--- src/rtl/rv_pkg.sv ---
// Shared defaults and types for the integer register file slice.
package rv_pkg;

    localparam int DEF_XLEN     = 32;
    localparam int DEF_NUM_REGS = 32;
    localparam int DEF_AW       = $clog2(DEF_NUM_REGS);
    localparam int REG_ZERO     = 0;

    typedef logic [DEF_AW-1:0] reg_addr_t;

endpackage

--- src/rtl/regfile_sb_scoreboard.sv ---
// Busy-bit scoreboard: one outstanding-producer flag per architectural register.
module regfile_scoreboard
    import rv_pkg::*;
#(
    parameter int NUM_REGS = DEF_NUM_REGS,
    parameter int AW       = $clog2(NUM_REGS),
    parameter int BYPASS   = 1
) (
    input  logic          clk,
    input  logic          rst,
    input  logic [AW-1:0] rs1,
    input  logic [AW-1:0] rs2,
    input  logic          we,
    input  logic [AW-1:0] wa,
    input  logic          iss_valid,
    input  logic [AW-1:0] iss_rd,
    input  logic          flush,
    output logic          rs1_busy,
    output logic          rs2_busy
);

    // x0 has no storage; index 0 of the query vector is tied low.
    logic [NUM_REGS-1:1] busy;
    logic [NUM_REGS-1:0] busy_vec;
    logic                wr_live;
    logic                iss_live;

    assign busy_vec = {busy, 1'b0};
    assign wr_live  = we && (wa != AW'(REG_ZERO));
    assign iss_live = iss_valid && (iss_rd != AW'(REG_ZERO));

    always_ff @(posedge clk or posedge rst) begin
        if (rst) begin
            busy <= '0;
        end else if (flush) begin
            busy <= '0;
        end else begin
            for (int unsigned i = 1; i < NUM_REGS; i++) begin
                if (iss_live && (iss_rd == AW'(i)))
                    busy[i] <= 1'b1;
                else if (wr_live && (wa == AW'(i)))
                    busy[i] <= 1'b0;
            end
        end
    end

    always_comb begin
        rs1_busy = busy_vec[rs1];
        rs2_busy = busy_vec[rs2];
        if (BYPASS != 0) begin
            if (wr_live && (wa == rs1)) rs1_busy = 1'b0;
            if (wr_live && (wa == rs2)) rs2_busy = 1'b0;
        end
    end

endmodule

--- src/rtl/regfile_sb.sv ---
// Integer register file with two combinational read ports, one write port and a busy scoreboard.
module regfile_sb
    import rv_pkg::*;
#(
    parameter int XLEN     = DEF_XLEN,
    parameter int NUM_REGS = DEF_NUM_REGS,
    parameter int AW       = $clog2(NUM_REGS),
    parameter int BYPASS   = 1
) (
    input  logic            clk,
    input  logic            rst,
    input  logic [AW-1:0]   rs1,
    input  logic [AW-1:0]   rs2,
    output logic [XLEN-1:0] rd1,
    output logic [XLEN-1:0] rd2,
    output logic            rs1_busy,
    output logic            rs2_busy,
    input  logic            we,
    input  logic [AW-1:0]   wa,
    input  logic [XLEN-1:0] wd,
    input  logic            iss_valid,
    input  logic [AW-1:0]   iss_rd,
    input  logic            flush
);

    logic [XLEN-1:0] mem [NUM_REGS];
    logic            wr_live;

    assign wr_live = we && (wa != AW'(REG_ZERO));

    // mem[0] is reset and never written, so it always reads as zero.
    always_ff @(posedge clk or posedge rst) begin
        if (rst) begin
            for (int unsigned i = 0; i < NUM_REGS; i++)
                mem[i] <= '0;
        end else if (wr_live) begin
            mem[wa] <= wd;
        end
    end

    always_comb begin
        rd1 = mem[rs1];
        rd2 = mem[rs2];
        if (BYPASS != 0) begin
            if (wr_live && (wa == rs1)) rd1 = wd;
            if (wr_live && (wa == rs2)) rd2 = wd;
        end
        if (rs1 == AW'(REG_ZERO)) rd1 = '0;
        if (rs2 == AW'(REG_ZERO)) rd2 = '0;
    end

    regfile_scoreboard #(
        .NUM_REGS (NUM_REGS),
        .AW       (AW),
        .BYPASS   (BYPASS)
    ) u_sb (
        .clk       (clk),
        .rst       (rst),
        .rs1       (rs1),
        .rs2       (rs2),
        .we        (we),
        .wa        (wa),
        .iss_valid (iss_valid),
        .iss_rd    (iss_rd),
        .flush     (flush),
        .rs1_busy  (rs1_busy),
        .rs2_busy  (rs2_busy)
    );

endmodule
--- config.mk ---
export PLATFORM = sky130hd
export DESIGN_NAME = regfile_sb
export DESIGN_NICKNAME = d
export VERILOG_FILES = /design/src/rtl/rv_pkg.sv /design/src/rtl/regfile_sb_scoreboard.sv /design/src/rtl/regfile_sb.sv
export SDC_FILE = /design/constraint.sdc
export NUM_CORES = 2
export LEC_CHECK = 0
export CAP_MARGIN = 25
export CORE_MARGIN = 5
export CORE_UTILIZATION = 55
export DETAILED_ROUTE_END_ITERATION = 10
export MAX_ROUTING_LAYER = met4
export PLACE_DENSITY_LB_ADDON = 0.15
export SYNTH_ARGS = -nofsm -noshare
export SYNTH_HDL_FRONTEND = slang
export SYNTH_SLANG_ARGS = --single-unit
--- constraint.sdc ---
create_clock -name clk -period 45.6 [get_ports clk]
set_input_delay 9.12 -clock clk [delete_from_list [all_inputs] [get_ports clk]]
set_output_delay 9.12 -clock clk [all_outputs]
set_load 0.05 [all_outputs]
; ---- Yosys cells after proc, flatten, opt, wreduce, memory -nomap -nowiden
; Cells that the tools add are included.
[word_totals]
regBits = 1055
in_bits = 57
out_inout_bits = 66
elab_cells = 320
[op_classes]
n_lt_le_gt_ge = 6
eq_ne = 64
n_mux = 82
bitwise = 3
n_reduce_logical = 102
[op_table]
columns = op, n
row1 = $bwmux 1024, 1
row2 = $bmux 32 s5, 2
row3 = $mux 32, 9
row4 = $demux 32 s5, 1
row5 = $eq 5x5->1 const B, 32
row6 = $reduce_bool 3->1, 31
row7 = $eq 5x4->1 const B, 16
row8 = $logic_and 1x1->1, 67
row9 = $mux 1, 66
row10 = $eq 5x3->1 const B, 8
row11 = $mux 31, 1
row12 = $eq 5x2->1 const B, 4
row13 = $ge 6x6->1 const B, 3
row14 = $not 5->6, 3
row15 = $lt 5x6->1 const B, 2
row16 = $bmux 1 s5, 2
row17 = $eq 5x1->1 const B, 2
row18 = $eq 5x5->1, 2
row19 = $logic_not 5->1, 2
row20 = $reduce_bool 5->1, 2
row21 = $lt 6x1->1 const B, 1

; ---- Depth between registers and ports, before layout
[logic_depth]
depth_word = 6
ltp_mapped = 10
ltp_nobuf = 5

; ---- Modules after synthesis
; Synthesis repeated with hierarchy kept, for this count alone.
[hier_totals]
hier_cells = 4085
area_unflattened_um2 = 57672.8
[by_module_without_submodules]
columns = module, instances, cells_per_inst, area_each_um2, seq_area_each_um2
row1 = regfile_sb, 1, 3851, 55518.2, 25624.6
row2 = regfile_scoreboard, 1, 234, 2154.6, 775.7

; ---- Least setup slack after synthesis
; OpenSTA, ideal clock, no wires.
[synth_timing]
path_kind = input-to-output
from = input port wa[2]
to = output port rd2[15]
arrival_ns = 11.594
t_required_ns = 36.480
slack_ns = 24.886
cell_stages = 9
n_path_buf = 4
path_cell_list = buf_2 > or2_1 > buf_4 > o41ai_4 > or3_1 > buf_4 > buf_6 > nor2_1 > a211oi_1
[synth_between]
elab_chain_len = 5
[synth_rtl]
columns = item, line
row1 = "start, declared", regfile_sb.sv:19  ; input logic [AW-1:0] wa,
row2 = $reduce_bool 5->1, regfile_sb.sv:29  ; assign wr_live = we && (wa != AW'(REG_ZERO));
row3 = $logic_and 1x1->1, regfile_sb.sv:29
row4 = $logic_and 1x1->1 (*), regfile_sb.sv:46  ; if (wr_live && (wa == rs2)) rd2 = wd;
row5 = $mux 32 (*), regfile_sb.sv:46
row6 = $mux 32 (*), regfile_sb.sv:49  ; if (rs2 == AW'(REG_ZERO)) rd2 = '0;
row7 = "end, declared", regfile_sb.sv:15  ; output logic [XLEN-1:0] rd2,
; Mark *: on every way between the ends. The rest lies on a longest branch, timed or not.

; ---- Worst setup path after layout
[layout_timing]
from = input port rs1[0]
to = output port rd1[25]
[layout_between]
elab_chain_len = 6
[layout_rtl]
columns = item, line
row1 = "start, declared", regfile_sb.sv:12  ; input logic [AW-1:0] rs1,
row2 = $not 5->6 (implied by the code), regfile_sb.sv:42  ; rd1 = mem[rs1];
row3 = $bmux 32 s5, regfile_sb.sv:42
row4 = $mux 32 (implied by the code) (2 in series), regfile_sb.sv:42
row5 = $mux 32, regfile_sb.sv:45  ; if (wr_live && (wa == rs1)) rd1 = wd;
row6 = $mux 32 (*), regfile_sb.sv:48  ; if (rs1 == AW'(REG_ZERO)) rd1 = '0;
row7 = "end, declared", regfile_sb.sv:14  ; output logic [XLEN-1:0] rd1,
; Mark *: on every way between the ends. The rest lies on a longest branch, timed or not. The select of a mux whose other input is x is not followed.

==> metrics <==
leading area contributor after synthesis dfrtp_1; static leakage 27.2 nW; Synth Instances slightly above 4000; final setup vio count 0; Seq cells post-synth 1055; pre-CTS WS 21.94 ns; EDFF count, synth 0; Pwr Total 2.79 mW; worst setup path class input pin to output port; Setup WS post-layout between 20 and 25 ns; status completed; Hold Violations, Final 0; critical path buffer and inverter count 5; Setup crit start kind input pin; CTS Buf Count 117; syn_nets about 4100; Top Family by Delay on Critical Path buffers and inverters; CTS sink count 1055; worst stage delay on the critical path 0.87 ns; Die ar. 111000 sq um; Max Cap Viol 0; PortBufs 122; Commonest cells post-synth mux2_2, dfrtp_1, mux4_2; FP Rows 118; Synth top area share 46.1%; Placed Cells about 5200; Worst Hold Class flop to flop; Initial DRT Pass Iterations 6; vias per cell roughly 7.2; PostCTS Resize Cnt 0; Synth-to-Final Area Change 10.8%; Final Hold Slack 0.396 ns; RSZ-0062 raised after global routing false; XOR/XNOR share of the synthesized area 0.153%; Final Cycle Share roughly half; post-synthesis adder-cell area fraction 0%; largest cells by area after synthesis dfrtp_1, mux2_2, mux4_2, mux2i_1, o22ai_1; TritonCTS clock tree done; vias in the first global route just under 40000; vias 39300; Clock Tree Root clkbuf_16; dpl cell area 59200 sq um; routed len/inst around 35 um; chip height between 300 and 400 um; peak supply drop 35.0 uV; DR DRC count 0; Synth Area in Simple Gates 3.23%; final core utilization between 60 and 70%; CTS Buffer Depth 3; remaining antenna violation count 0; CTS H-tree lvls 3; total wire length 194000 um; first-pass GRT wire length 283000 um; Worst path most repeated cell buf_4; worst-path cell chain buf_8, buf_4, buf_4, buf_4, mux4_2, nor2_1, a2111oi_0, o32ai_1, a31oi_1, clkdlybuf4s50_1; Slowest cell on crit path clkdlybuf4s50_1; dominant synthesized flop cell dfrtp_1; IO Count 123; Reg clk slew, reported paths approximately 0.060 ns; Power Density 44.0 nW/um^2; DRT iter0 DRCs 4588; Slew HR 28.8%; Multi-input gate area 28700 sq um; Worst Path Required 36.48 ns; Post-synth ARST share 100%; Setup TNS 0 ns; core area 103000 sq um; post-CTS setup buffers 0; combinational family with the most area after synthesis multiplexers; Cell Count, Final, Fillers Out 5476; Reg area 26400 sq um; Fill cells 7951; clk_lat worst skew ~0.71 ns; CP Max Fanout 54; design area 63400 sq um; Netlist cell types 65; starting density of the core between 50% and 60%; Syn Area/Cell roughly 14 sq um; largest net degree at the start of global routing 185; CTS Hold Bufs 0; count leader, synth mux2_2; Least-Margin Pin Slew 1.06 ns; Synthesis Warnings 0; FMAX 0.0424 GHz; antenna violations before repair 8; compound-cell area share of the yosys netlist 5.91%; Arrival @ worst endpoint 14.49 ns; Die Wd around 330 um; CP Capture Type output port; Routability Congestion 0.861; Final min period 23.61 ns; synthesized area 57200 sq um; post-synthesis mux area share 40.5%; final net count roughly 4100; worst clock skew 0 ns; Overall Global Routing Usage 35.7%; pins over their slew limit 0; global route overflow 0; Seq/Total Area, Yosys 46.1%; layout cells sized above 1 between 40% and 50%; HPWL Detailed approximately 110000 um
## kinds of logic after synthesis
logic type | count (synthesis)
mux | 1681
flops | 1055
simple gates | 382
xor+xnor | 10
buf+inv | 466
compound gates | 477
## cell type report
class | count | area share (%)
timing repair buffer | 261 | 4.13
multi-input combinational | 2550 | 45.3
clock inverter | 23 | 0.391
tap | 1380 | 2.72
antenna | 9 | 0.0355
inverter | 10 | 0.0710
clock buffer | 188 | 5.73
sequential | 1055 | 41.6
## per-layer routing
layer | routed length, um | GRT usage (%) | up-vias
met5 | 0 | - | -
met4 | 11800 | 17.7 | 0
met3 | 18600 | 7.58 | 590
met2 | 87300 | 52.8 | 2119
met1 | 75900 | 47.5 | 21000
li1 | - | - | 15600
## report_power, final
group          switching [mW]  internal [mW]  total, mW
Clock                   0.395          0.562      0.957
Sequential              0.126           1.11       1.24
Combinational           0.265          0.328      0.594
Total                   0.786           2.00       2.79
## worst paths after layout
path                            startpoint   endpoint  slack [ns]  cells past startpoint
worst max register to register    mem[972]   mem[972]       44.78                      1
worst max-delay path                rs1[0]    rd1[25]       21.99                     10
worst min-delay path             mem[1002]  mem[1002]        0.40                      0
worst min register to register   mem[1002]  mem[1002]        0.40                      0
min in group asynchronous              rst   mem[254]        8.94                      2
max in group asynchronous              rst   mem[559]       32.85                      6
## state kept, by name, indices dropped and copies added (netlist names)
signal     cells
u_sb.busy     31
mem         1024
## cells in the final DEF (no fill, tap or decap), types with 27 or more instances in the layout
master / netlist / final
a221o_1: 27 / 27
clkdlybuf4s50_1: 0 / 112
o21ai_0: 64 / 63
o22ai_1: 132 / 132
dfrtp_1: 1055 / 1055
nor4_1: 40 / 40
nand2_1: 83 / 67
buf_4: 40 / 116
a22oi_1: 33 / 33
nor3_1: 55 / 53
mux4_2: 394 / 394
clkbuf_16: 0 / 126
nor2_1: 121 / 104
clkbuf_8: 0 / 36
a211oi_1: 36 / 36
clkbuf_1: 203 / 32
mux2_2: 1074 / 1074
a221oi_1: 42 / 42
mux2i_1: 210 / 210
a21oi_1: 48 / 48
No activity file was read; power rests on OpenSTA's default activity.
